===== config.mk =====
export PLATFORM = sky130hd
export DESIGN_NAME = telegram_buffer
export DESIGN_NICKNAME = d
export VERILOG_FILES = /design/src/rtl/kg_rs232_pkg.sv /design/src/rtl/telegram_buffer_byte_timeout_timer.sv /design/src/rtl/telegram_buffer.sv
export SDC_FILE = /design/constraint.sdc
export NUM_CORES = 1
export LEC_CHECK = 0
export CAP_MARGIN = 20
export CORE_MARGIN = 8
export CORE_UTILIZATION = 62
export DETAILED_ROUTE_END_ITERATION = 8
export DONT_BUFFER_PORTS = 1
export HOLD_SLACK_MARGIN = 0.06
export PLACE_DENSITY = 0.89
export SYNTH_ARGS = -nofsm -noshare
export SYNTH_HDL_FRONTEND = slang
export SYNTH_SLANG_ARGS = --single-unit

===== constraint.sdc =====
create_clock -name clk -period 2.8 [get_ports clk]
set_input_delay 0.42 -clock clk [delete_from_list [all_inputs] [get_ports clk]]
set_output_delay 0.42 -clock clk [all_outputs]
set_load 0.01 [all_outputs]

===== src/rtl/kg_rs232_pkg.sv =====
// Shared Keyless-Go RS232 receive definitions.
// Telegram framing constants and the receive FSM state type.
package kg_rs232_pkg;

  localparam int         TEL_LEN     = 11;
  localparam logic [7:0] SYNC_BYTE   = 8'hA5;
  localparam int         RN_IDX      = 2;
  localparam int         TIMEOUT_CYC = 50000;

  // rst_ctrl's completion compare value
  localparam logic [3:0] TEL_DONE_CNT = 4'(TEL_LEN);

  typedef enum logic [1:0] {
    IDLE,
    COLLECT,
    DONE
  } state_t;

endpackage


===== src/rtl/telegram_buffer_byte_timeout_timer.sv =====
// Inter-byte idle counter for telegram reception.
// Saturating; expiry holds until cleared by a byte or leaving COLLECT.
module byte_timeout_timer #(
  parameter int TIMEOUT_CYC = 50000
) (
  input  logic clk,
  input  logic rst,
  input  logic i_clr,
  input  logic i_run,
  output logic o_expired
);

  localparam int            TW    = $clog2(TIMEOUT_CYC) + 1;
  localparam logic [TW-1:0] LIMIT = TW'(TIMEOUT_CYC - 1);
  localparam logic [TW-1:0] SAT   = '1;

  logic [TW-1:0] r_timer;

  always_ff @(posedge clk) begin
    if (rst)
      r_timer <= '0;
    else if (i_clr)
      r_timer <= '0;
    else if (i_run && r_timer != SAT)
      r_timer <= r_timer + TW'(1);
  end

  assign o_expired = (r_timer >= LIMIT);

endmodule


===== src/rtl/telegram_buffer.sv =====
// Frames UART bytes into Keyless-Go telegrams and validates them.
// Publishes byte count, repetition number and the stored payload.
module telegram_buffer
  import kg_rs232_pkg::*;
#(
  parameter int         TEL_LEN     = kg_rs232_pkg::TEL_LEN,
  parameter logic [7:0] SYNC_BYTE   = kg_rs232_pkg::SYNC_BYTE,
  parameter int         RN_IDX      = kg_rs232_pkg::RN_IDX,
  parameter int         TIMEOUT_CYC = kg_rs232_pkg::TIMEOUT_CYC
) (
  input  logic       clk,
  input  logic       rst,
  input  logic [7:0] rx_data,
  input  logic       rx_valid,
  input  logic       rx_err,
  output logic [7:0] crn,
  output logic [3:0] cnt,
  output logic       tel_ok,
  output logic       tel_err,
  input  logic [3:0] rd_idx,
  output logic [7:0] rd_data
);

  localparam logic [3:0] LAST = 4'(TEL_LEN - 1);
  localparam logic [3:0] FULL = 4'(TEL_LEN);

  state_t     r_state, w_state_nx;
  logic [3:0] r_cnt, w_cnt_nx;
  logic [7:0] r_xor, w_xor_nx;
  logic [7:0] r_crn, w_crn_nx;
  logic       r_ok, w_ok_nx;
  logic       r_err, w_err_nx;
  logic       w_wr;
  logic [3:0] w_wr_idx;
  logic       w_expired;
  logic [7:0] r_buf [TEL_LEN];

  byte_timeout_timer #(
    .TIMEOUT_CYC(TIMEOUT_CYC)
  ) u_timer (
    .clk      (clk),
    .rst      (rst),
    .i_clr    (rx_valid | (r_state != COLLECT)),
    .i_run    (r_state == COLLECT),
    .o_expired(w_expired)
  );

  always_comb begin
    w_state_nx = r_state;
    w_cnt_nx   = r_cnt;
    w_xor_nx   = r_xor;
    w_crn_nx   = r_crn;
    w_ok_nx    = 1'b0;
    w_err_nx   = 1'b0;
    w_wr       = 1'b0;
    w_wr_idx   = 4'd0;
    unique case (r_state)
      COLLECT: begin
        // rx_err beats a same-cycle byte; a byte beats timeout
        if (rx_err) begin
          w_state_nx = IDLE;
          w_cnt_nx   = 4'd0;
          w_err_nx   = 1'b1;
        end else if (rx_valid) begin
          w_wr     = 1'b1;
          w_wr_idx = r_cnt;
          if (r_cnt == LAST) begin
            if (rx_data == r_xor) begin
              w_state_nx = DONE;
              w_cnt_nx   = FULL;
              w_crn_nx   = r_buf[RN_IDX];
              w_ok_nx    = 1'b1;
            end else begin
              w_state_nx = IDLE;
              w_cnt_nx   = 4'd0;
              w_err_nx   = 1'b1;
            end
          end else begin
            w_xor_nx = r_xor ^ rx_data;
            w_cnt_nx = r_cnt + 4'd1;
          end
        end else if (w_expired) begin
          w_state_nx = IDLE;
          w_cnt_nx   = 4'd0;
          w_err_nx   = 1'b1;
        end
      end
      default: begin
        if (rx_valid && rx_data == SYNC_BYTE) begin
          w_wr       = 1'b1;
          w_state_nx = COLLECT;
          w_cnt_nx   = 4'd1;
          w_xor_nx   = SYNC_BYTE;
        end
      end
    endcase
  end

  always_ff @(posedge clk) begin
    if (rst) begin
      r_state <= IDLE;
      r_cnt   <= 4'd0;
      r_xor   <= 8'h00;
      r_crn   <= 8'h00;
      r_ok    <= 1'b0;
      r_err   <= 1'b0;
      for (int i = 0; i < TEL_LEN; i++)
        r_buf[i] <= 8'h00;
    end else begin
      r_state <= w_state_nx;
      r_cnt   <= w_cnt_nx;
      r_xor   <= w_xor_nx;
      r_crn   <= w_crn_nx;
      r_ok    <= w_ok_nx;
      r_err   <= w_err_nx;
      if (w_wr)
        r_buf[w_wr_idx] <= rx_data;
    end
  end

  assign cnt     = r_cnt;
  assign crn     = r_crn;
  assign tel_ok  = r_ok;
  assign tel_err = r_err;
  assign rd_data = (rd_idx < FULL) ? r_buf[rd_idx] : 8'h00;

endmodule


==> results.json, run 1 <==
{
  "max-cap-violations": 0,
  "hold_path_class": "in2reg",
  "worst_setup_path_end_kind": "register",
  "ir_drop_mv": 0.4750,
  "dpl_cell_area_sq_um": 6056,
  "drt_wl_total_mm": 14.56,
  "cts_tree": "yes",
  "dr.pass1.iters": 6,
  "holdWs_ps": 89.18,
  "fmax_mhz": 368.4,
  "status": "finished, final reports clean",
  "clkSlewWorstSetupHoldPaths_ps": 60,
  "post-dp-hpwl_mm": 9.206,
  "synth-seq-cells": 129,
  "grt_pass1_vias": 4303,
  "drive_gt1_share_pct": 15.01,
  "busiest_layer": "met2",
  "grt-ovfl-total": 0,
  "rr_startpoint": "u_timer.r_timer[8]",
  "setup_viol": 0,
  "use_met1_pct": 26.13,
  "fin_nets": 560,
  "dr_total_vias": 4348,
  "synth_area_sq_um": 5926,
  "drv_slew": 0,
  "clkLatencyLatePin_ps": 520,
  "power_density_nw_per_um2": 663.7,
  "total_power_w": 0.004482,
  "reg2reg_depth": 9,
  "die-area_sq_um": 12940,
  "cts.root.buffer_cell": "clkbuf_8",
  "wl_per_cell_microns": 21.35,
  "min_path_cells": 2,
  "cpPeakStageDelay_ps": 550,
  "area_growth_pct": 13.96,
  "cts-buffers-inserted": 17,
  "cts_sinks": 129,
  "initial_utilization_pct": 64.13,
  "reg2reg_setup_slack_ps": 90,
  "avgViaCountPerCell": 6.375,
  "tightest_slew_ps": 840.3,
  "worstHoldStart": "rx_data[6]",
  "die_w_microns": 113.8,
  "avgSynthCellArea_sq_um": 11.22,
  "grt_first_pass_wirelength_mm": 22.77,
  "hold-path-endpoint": "r_xor[6]",
  "synth_edf_count": 80,
  "syn_inst": 528,
  "drt.antenna.violating_nets": 0,
  "grt.total_usage_pct": 23.11,
  "slew_headroom_pct": 43.79,
  "boundaryPins": 38,
  "drc": 0,
  "ys.flop_type": "edfxtp_1",
  "critical_path_class": "reg2reg",
  "rsz0062_at_grt": "no",
  "num_rows": 35,
  "place.gp.congestion": 0.8619,
  "crit_required_ps": 3230,
  "cp_common_cell": "and4_1",
  "slowest_stage": "or4b_4",
  "post-route-period-util_pct": 96.94,
  "ys_types": 58,
  "cts-htree-levels": 4,
  "rr_endpoint": "u_timer.r_timer[12]",
  "ys_seq_area_share_pct": 57.09,
  "grt.met3_usage_pct": 7.554,
  "syn_nets": 548,
  "diodes": 0,
  "cp_max_fo": 7,
  "worstPathArrival_ps": 3150,
  "core-area_sq_um": 9240,
  "portBuffers": 0,
  "cp_cell_sequence": "and4_1 -> and4_1 -> nand2_1 -> nor4_1 -> ha_2 -> nor3b_4 -> or4b_4 -> or3_1 -> a21oi_1",
  "hold_violations": 0,
  "fin_util_pct": 73.08,
  "fin_setup_tns_ps": 0,
  "p_leak_nw": 2.435,
  "final_area_sq_um": 6753,
  "ys_warn_count": 0,
  "clockBufferDepth": 2,
  "worst_clock_skew_ps": 9.669,
  "die_height_microns": 113.8,
  "first_iter_violations": 400,
  "startpoint_type": "register",
  "antenna_found_initial": 0,
  "fin_crit_ps": 2714,
  "met2_usage_pct": 39.17,
  "grt_max_degree": 26,
  "async_flop_share_pct": 0
}
flip-flops by register name, summed over array words and instances, names as in the netlist:
name             count
cnt                  4
crn                  8
r_buf               88
r_state              2
r_xor                8
tel_err              1
tel_ok               1
u_timer.r_timer     17
what timing repair did:
item | 4_1_cts | 5_1_grt
resized for setup | 1 | 1
hold endpoints to repair | 22 | 0
buffers inserted | 0 | 3
pin swaps | 0 | 1
endpoints found under the setup margin | 1 | 4
hold buffers | 5 | 0
layout make-up:
class / count / area (sq um)
Clock buffer: 24 / 524.3
Clock inverter: 8 / 93.84
Fill cell: 571 / 2487
Inverter: 23 / 86.33
Multi-Input combinational cell: 349 / 2341
Sequential cell: 129 / 3383
Tap cell: 129 / 161.4
Timing Repair Buffer: 20 / 162.7
per-stage QoR:
stage          std cells  setup slack (ps)
6_report             682             85.77
5_1_grt              682             11.24
4_1_cts              679             29.17
3_5_place_dp         642             69.87
3_3_place_gp         642             179.7
2_1_floorplan        528             315.5
placed cells by master (no fill, tap or decap), types with 7 or more instances in the layout:
cell type   n
edfxtp_1   80
xnor2_1    12
clkbuf_16  19
a21oi_1    19
o21ai_0    18
nand2_1    40
dfxtp_1    49
nand2b_1    7
nand4_1    11
xor2_1      9
o211ai_1   10
o22ai_1     9
mux2i_1    16
inv_1      19
buf_4      15
nor2_1     99
mux4_2     16
nor3_1      8
nand3_1     8
nand2_2     7
cells in the mapped netlist, types with 2 or more instances:
| library cell | instances | area (sq um) |
|---|---|---|
| edfxtp_1 | 80 | 2402 |
| a211oi_1 | 2 | 15.01 |
| dfxtp_1 | 49 | 980.9 |
| nand2_1 | 40 | 150.1 |
| buf_2 | 7 | 35.03 |
| a21oi_1 | 19 | 95.09 |
| inv_2 | 4 | 15.01 |
| xor2_1 | 9 | 78.83 |
| o211a_1 | 4 | 40.04 |
| and4_1 | 2 | 17.52 |
| nand4_1 | 11 | 68.82 |
| mux4_2 | 16 | 360.4 |
| o211ai_1 | 10 | 75.07 |
| nand2b_1 | 7 | 43.79 |
| buf_1 | 4 | 15.01 |
| o22ai_1 | 9 | 56.30 |
| nand2_2 | 7 | 43.79 |
| o22a_1 | 6 | 52.55 |
| and4bb_2 | 2 | 25.02 |
| nor2b_1 | 4 | 25.02 |
| inv_1 | 19 | 71.32 |
| clkbuf_1 | 14 | 52.55 |
| nand3_1 | 8 | 40.04 |
| and3b_1 | 3 | 26.28 |
| a31oi_1 | 2 | 12.51 |
| nor2_1 | 99 | 371.6 |
| xnor2_1 | 12 | 105.1 |
| ha_1 | 4 | 50.05 |
| o21ai_0 | 18 | 90.09 |
| nor3_1 | 8 | 40.04 |
| mux2i_1 | 16 | 160.2 |
| or3_1 | 4 | 25.02 |
| a311oi_1 | 4 | 35.03 |
power breakdown:
| group | total, W | internal [W] | leakage (nW) | switching [W] |
|---|---|---|---|---|
| clock network | 0.00226 | 0.00147 | 0.308 | 0.000787 |
| registers | 0.00207 | 0.00206 | 1.20 | 0.0000166 |
| logic | 0.000151 | 0.0000675 | 0.927 | 0.0000833 |
how the worst max path moves through the flow:
stage	start	to	slack (ps)	depth (start not counted)
floorplan	u_timer.r_timer[9]	u_timer.r_timer[8]	320	10
global placement	u_timer.r_timer[9]	u_timer.r_timer[14]	180	9
detailed placement	u_timer.r_timer[7]	u_timer.r_timer[8]	70	9
CTS	u_timer.r_timer[7]	u_timer.r_timer[12]	30	9
global route	u_timer.r_timer[7]	u_timer.r_timer[15]	10	11
finish	u_timer.r_timer[8]	u_timer.r_timer[12]	90	9
kinds of logic (layout without fill, tap and decap cells):
logic type / Yosys count / after routing / share of synthesized area [%]
AND/OR/NAND/NOR: 208 / 208 / 16.96
buffers and inverters: 50 / 75 / 3.505
XOR/XNOR: 21 / 21 / 3.104
multiplexers: 32 / 32 / 8.784
flip-flops: 129 / 129 / 57.09
adder cells (fa/ha/maj): 4 / 4 / 0.8446
AO/OA/AOI/OAI: 84 / 84 / 9.713
layer usage:
layer	up-vias	wire length (microns)	part of all wire, %
met5	-	0	0
met4	0	468	3.2
li1	1943	-	-
met3	44	1506	10
met1	2089	5206	36
met2	272	7375	51
critical path: cells and delay by family, from the launching register on:
family,cells,cell delay (ps)
and+or+nand+nor,7,1860
AOI/OAI and AO/OA,1,190
DFF,1,360
adders and majority gates,1,210
(Power assumes the default switching activity.)
==> inputs of run 2 (changes only) <==
--- a/config.mk
+++ b/config.mk
@@ -12,6 +12,7 @@
 export DONT_BUFFER_PORTS = 1
 export HOLD_SLACK_MARGIN = 0.06
 export PLACE_DENSITY = 0.89
+export RECOVER_POWER = 100
 export SYNTH_ARGS = -nofsm -noshare
 export SYNTH_HDL_FRONTEND = slang
 export SYNTH_SLANG_ARGS = --single-unit
==> run 2 against run 1 <==
Clock power about the same. Final cell count unchanged. Total power about the same. Combinational power barely moved. Sequential share of layout area up 0.48 points. Non-clock buffer count stayed put. Critical endpoint unchanged. Largest cell class unchanged.
==> results.json, run 2 (synthesis results as in run 1) <==
{
  "worstPathArrival_ps": 3150,
  "power_density_nw_per_um2": 670.1,
  "status": "finished, final reports clean",
  "largestRegisters": "r_buf (88), u_timer.r_timer (17)",
  "clockBufferDepth": 2,
  "max-cap-violations": 0,
  "regMostFlops": "r_buf",
  "diodes": 0,
  "power_frac_comb_pct": 3.3,
  "final_cell_mix": "nor2_1 (99), edfxtp_1 (80), dfxtp_1 (49)",
  "drv_slew": 0,
  "fin_crit_ps": 2712,
  "critical_path_class": "reg2reg",
  "cts_tree": "yes",
  "largest_reg_flops": 88,
  "antenna_found_initial": 0,
  "cts.root.buffer_cell": "clkbuf_8",
  "setup_viol": 0,
  "cts-htree-levels": 4,
  "place.gp.congestion": 0.8619,
  "worst_setup_path_end_kind": "register",
  "clkLatencyLatePin_ps": 530,
  "core-area_sq_um": 9240,
  "drt.antenna.violating_nets": 0,
  "p_int_w": 0.003594,
  "placedCellCount": 642,
  "boundaryPins": 38,
  "seq_area_sq_um": 3383,
  "startpoint_type": "register",
  "portBuffers": 0,
  "initial_utilization_pct": 64.13,
  "final_common_cell": "nor2_1",
  "grt_first_pass_wirelength_mm": 22.77,
  "num-fill-cells": 591,
  "die_height_microns": 113.8,
  "slew_headroom_pct": 44.80,
  "drive_gt1_share_pct": 11.39,
  "clkSlewWorstSetupHoldPaths_ps": 60,
  "swShare_pct": 19.83,
  "first_iter_violations": 425,
  "power_frac_seq_pct": 46.3,
  "rsz0062_at_grt": "no",
  "avgViaCountPerCell": 6.387,
  "die-area_sq_um": 12940,
  "grt-ovfl-total": 0,
  "fin_nets": 560,
  "dr_total_vias": 4356,
  "num_rows": 35,
  "cp_max_fo": 7,
  "dr.pass1.iters": 7,
  "hold_path_class": "in2reg",
  "cts-buffers-inserted": 17,
  "crit_required_ps": 3240,
  "drt_wl_total_mm": 14.72,
  "grt.total_usage_pct": 23.11,
  "worst_clock_skew_ps": 9.981,
  "hold_violations": 0,
  "cts_sinks": 129,
  "wl_per_cell_microns": 21.59,
  "switchingPower_w": 0.0008888,
  "fin_setup_tns_ps": 0,
  "die_w_microns": 113.8,
  "multi_input_area_sq_um": 2296,
  "ir_drop_mv": 0.4789,
  "clkPwrFrac_pct": 50.4,
  "post-dp-hpwl_mm": 9.206,
  "area_growth_pct": 12.88,
  "post-route-period-util_pct": 96.85,
  "finalNonFillerCells": 682,
  "holdWs_ps": 87.38,
  "grt_max_degree": 26,
  "p_leak_nw": 2.347,
  "fmax_mhz": 368.7,
  "drc": 0,
  "tightest_slew_ps": 825.3,
  "grt_pass1_vias": 4303
}
-- run 2: cell types whose count changed in the layout (fill, tap and decap cells not counted), moves of 2 or more --
cell	delta
clkbuf_1	+5
inv_1	+4
nand2_2	-7
inv_2	-4
nand2_1	+8
clkbuf_4	+2
buf_4	-7
-- run 2: final cells by class --
| class | instances | share of cell area, % |
|---|---|---|
| flip-flops and latches | 129 | 50.58 |
| multi-input cells | 349 | 34.32 |
| repair buffers | 20 | 2.151 |
| well taps | 129 | 2.413 |
| clock inverters | 8 | 1.403 |
| clock buffers | 24 | 7.838 |
| inverters | 23 | 1.291 |
-- run 2: power groups by stage --
stage	Clock [W]	Sequential (W)	Combinational (W)
6_report	0.00226	0.00207	0.000150
2_1_floorplan	0	0.00210	0.000131
3_5_place_dp	0	0.00211	0.000137
5_1_grt	0.00234	0.00208	0.000161
3_3_place_gp	0	0.00211	0.000131
4_1_cts	0.00226	0.00207	0.000151
-- run 2: routing by layer --
| layer | wire length (microns) | up-vias | track usage, % |
|---|---|---|---|
| li1 | - | 1944 | - |
| met1 | 5439 | 2117 | 26.13 |
| met2 | 7464 | 245 | 39.17 |
| met3 | 1320 | 50 | 7.554 |
| met4 | 497 | 0 | 10.12 |
| met5 | 0 | - | 0 |
-- run 2: final timing paths --
kind,slack [ps],end,cells after the start,startpoint
max,90,u_timer.r_timer[12],9,u_timer.r_timer[9]
min,90,r_xor[6],2,rx_data[6]
max reg2reg,90,u_timer.r_timer[12],9,u_timer.r_timer[9]
min reg2reg,480,r_buf[10][7],2,r_buf[10][7]
-- run 2: what timing repair did --
action                                  CTS  global route
hold buffers                              5             0
pin swaps                                 0             1
buffers inserted                          0             3
endpoints found under the setup margin    1             4
hold endpoints to repair                 22             0
resized for setup                         1             1
-- run 2: metrics by stage --
| step | cell area, sq um | setup slack (ps) | utilization, % | power (W) |
|---|---|---|---|---|
| 2_1_floorplan | 5926 | 315.5 | - | 0.002236 |
| 3_3_place_gp | 6056 | 179.7 | 65.54 | 0.002240 |
| 4_1_cts | 6728 | 29.17 | 72.81 | 0.004490 |
| 6_report | 6689 | 88.08 | 72.39 | 0.004482 |
| 5_1_grt | 6689 | 12.22 | 72.39 | 0.004584 |
| 3_5_place_dp | 6056 | 69.87 | 65.54 | 0.002251 |
-- run 2: worst max-delay path: stages, from the launching register on --
cell and delay (ps):
dfxtp_1 350, and4_1 250, and4_1 250, nand2_1 120
nor4_1 70, ha_2 210, nor3b_4 280, or4b_4 550
or3_1 350, a21oi_1 190
==> inputs of run 3 (changes only) <==
--- a/config.mk
+++ b/config.mk
@@ -5,14 +5,17 @@
 export SDC_FILE = /design/constraint.sdc
 export NUM_CORES = 1
 export LEC_CHECK = 0
+export ABC_AREA = 1
 export CAP_MARGIN = 20
 export CORE_MARGIN = 8
 export CORE_UTILIZATION = 62
 export DETAILED_ROUTE_END_ITERATION = 8
 export DONT_BUFFER_PORTS = 1
 export HOLD_SLACK_MARGIN = 0.06
+export MAX_ROUTING_LAYER = met4
 export PLACE_DENSITY = 0.89
 export RECOVER_POWER = 100
+export SKIP_CTS_REPAIR_TIMING = 1
 export SYNTH_ARGS = -nofsm -noshare
 export SYNTH_HDL_FRONTEND = slang
 export SYNTH_SLANG_ARGS = --single-unit
==> run 3 against run 2 <==
Via count up 24%. Global-route usage rose by 3.2 points. Routed wire length increased by 12%. Total power decreased by 4.3%. Core utilization shrank 2.5 points. Synthesized cell count grew 41%. Count of clock-buffer cells in the layout decreased by 5. Sequential power is essentially flat. Worst setup slack better by 110 ps.
==> results.json, run 3 <==
{
  "place.gp.congestion": 0.9590,
  "synth_commonest_cells": "nor2_1 (158), nand2_1 (128), inv_1 (82)",
  "largestRegisters": "r_buf (88), u_timer.r_timer (17)",
  "drt_wl_total_mm": 16.46,
  "synth_area_sq_um": 6225,
  "fin_crit_ps": 2606,
  "final_cell_mix": "nor2_1 (158), nand2_1 (132), inv_1 (84)",
  "slew_headroom_pct": 45.54,
  "grt-ovfl-total": 0,
  "dr_total_vias": 5401,
  "synth-seq-cells": 129,
  "post-dp-hpwl_mm": 10.76,
  "fin_nets": 761,
  "grt_max_degree": 35,
  "drt.antenna.violating_nets": 0,
  "first_iter_violations": 951,
  "antenna_found_initial": 0,
  "async_flop_share_pct": 0,
  "critical_path_class": "in2out",
  "cp_num_buf_inv": 2,
  "ys_types": 34,
  "portBuffers": 0,
  "avgSynthCellArea_sq_um": 8.378,
  "grt_first_pass_wirelength_mm": 26.14,
  "fin_setup_tns_ps": 0,
  "p_leak_nw": 2.661,
  "drc": 0,
  "wl_met1_mm": 5.922,
  "drv_slew": 0,
  "placedCellCount": 854,
  "cpPeakStageDelay_ps": 520,
  "critical-path-top-delay-family": "buffers and inverters",
  "cts_sinks": 129,
  "ys.flop_type": "edfxtp_1",
  "met3WireLength_mm": 1.882,
  "synth.top_cell.area_share_pct": 38.59,
  "cp_cell_sequence": "inv_1 -> clkbuf_2 -> nor2_1 -> o211ai_1 -> a32o_1",
  "grt_pass1_vias": 5295,
  "cts-htree-levels": 4,
  "core-area_sq_um": 9774,
  "final_common_cell": "nor2_1",
  "grt.total_usage_pct": 26.33,
  "syn_inst": 743,
  "worst_clock_skew_ps": 6.618,
  "max-cap-violations": 0,
  "tightest_slew_ps": 808.4,
  "startpoint_type": "primary input",
  "post-route-period-util_pct": 93.06,
  "syn_nets": 763,
  "hold_violations": 0,
  "worst_setup_path_end_kind": "primary output",
  "area_growth_pct": 9.749,
  "hold_path_class": "in2reg",
  "met2_length_mm": 7.854,
  "die_height_microns": 116.2,
  "die-area_sq_um": 13500,
  "status": "finished, final reports clean",
  "finalNonFillerCells": 887,
  "regMostFlops": "r_buf",
  "synth.largest_area_cell": "edfxtp_1",
  "crit_required_ps": 2380,
  "worstPathArrival_ps": 2190,
  "avgViaCountPerCell": 6.089,
  "diodes": 0,
  "drive_gt1_share_pct": 7.294,
  "die_w_microns": 116.2,
  "ys_warn_count": 0,
  "num_rows": 36,
  "synthTopCellsByArea": "edfxtp_1 (39%), dfxtp_1 (16%), nor2_1 (9.5%)",
  "slowest_stage": "clkbuf_2",
  "cts-buffers-inserted": 17,
  "cp_max_fo": 34,
  "cts_tree": "yes",
  "synth_edf_count": 80,
  "fmax_mhz": 383.8,
  "wl_per_cell_microns": 18.56,
  "ys_seq_area_share_pct": 54.35,
  "initial_utilization_pct": 63.68,
  "setup_viol": 0,
  "largest_reg_flops": 88,
  "power_density_nw_per_um2": 627.9,
  "rsz0062_at_grt": "no",
  "ir_drop_mv": 0.3523,
  "cts.root.buffer_cell": "clkbuf_8",
  "boundaryPins": 38,
  "post-synth-top-count-cell": "nor2_1",
  "clockBufferDepth": 2,
  "dr.pass1.iters": 7,
  "clkSlewWorstSetupHoldPaths_ps": 60,
  "highest_layer": "met4",
  "clkLatencyLatePin_ps": 540
}
-- run 3: worst min-delay path: cells and delay by family --
family             cells  cell delay, ps
AOI/OAI and AO/OA      1              40
and+or+nand+nor        2              90
-- run 3: path summary, 6_finish.rpt --
kind,cells after the start,end,slack [ps],from
max,5,rd_data[2],190,rd_idx[0]
min,3,tel_err,70,rst
max reg2reg,10,r_buf[10][1],250,r_state[1]
min reg2reg,2,r_xor[1],480,r_xor[1]
-- run 3: layer usage --
layer,global-route usage (%),vias to the layer above
met1,29.74,2473
met3,7.291,85
met4,14.87,0
met2,41.58,377
met5,-,-
li1,-,2466
-- run 3: kinds of logic after synthesis --
group | after synthesis | synth area share [%]
buffers and inverters | 113 | 6.854
xor gates and xnor gates | 1 | 0.1407
DFF | 129 | 54.35
AOI/OAI and AO/OA | 161 | 14.81
and+or+nand+nor | 335 | 23.04
adders and majority gates | 4 | 0.8041
-- run 3: final cells by class --
class                   count  area [sq um]
well taps                 133         166.4
flip-flops and latches    129          3383
clock buffers              19         441.7
repair buffers              6         37.54
multi-input cells         501          2382
clock inverters            13         97.59
fillers                   725          2943
inverters                  86         322.8
-- run 3: power breakdown --
part	internal, W	switching (W)
Combinational	0.0000522	0.000131
Sequential	0.00205	0.0000147
Clock	0.00115	0.000889
Total	0.00325	0.00103
-- run 3: through the flow --
step | util [%] | worst slack [ps] | power, W | instance area, sq um | hold WS, ps
6_report | 69.89 | 194.4 | 0.004289 | 6832 | 72.36
5_1_grt | 69.89 | 45.76 | 0.004404 | 6832 | 75.23
4_1_cts | 70.23 | 159.2 | 0.004279 | 6864 | -61.72
3_5_place_dp | 64.71 | 276.8 | 0.002284 | 6325 | 441.8
3_3_place_gp | 64.71 | 449.8 | 0.002277 | 6325 | 446.4
2_1_floorplan | - | 660.1 | 0.002243 | 6225 | 423.9
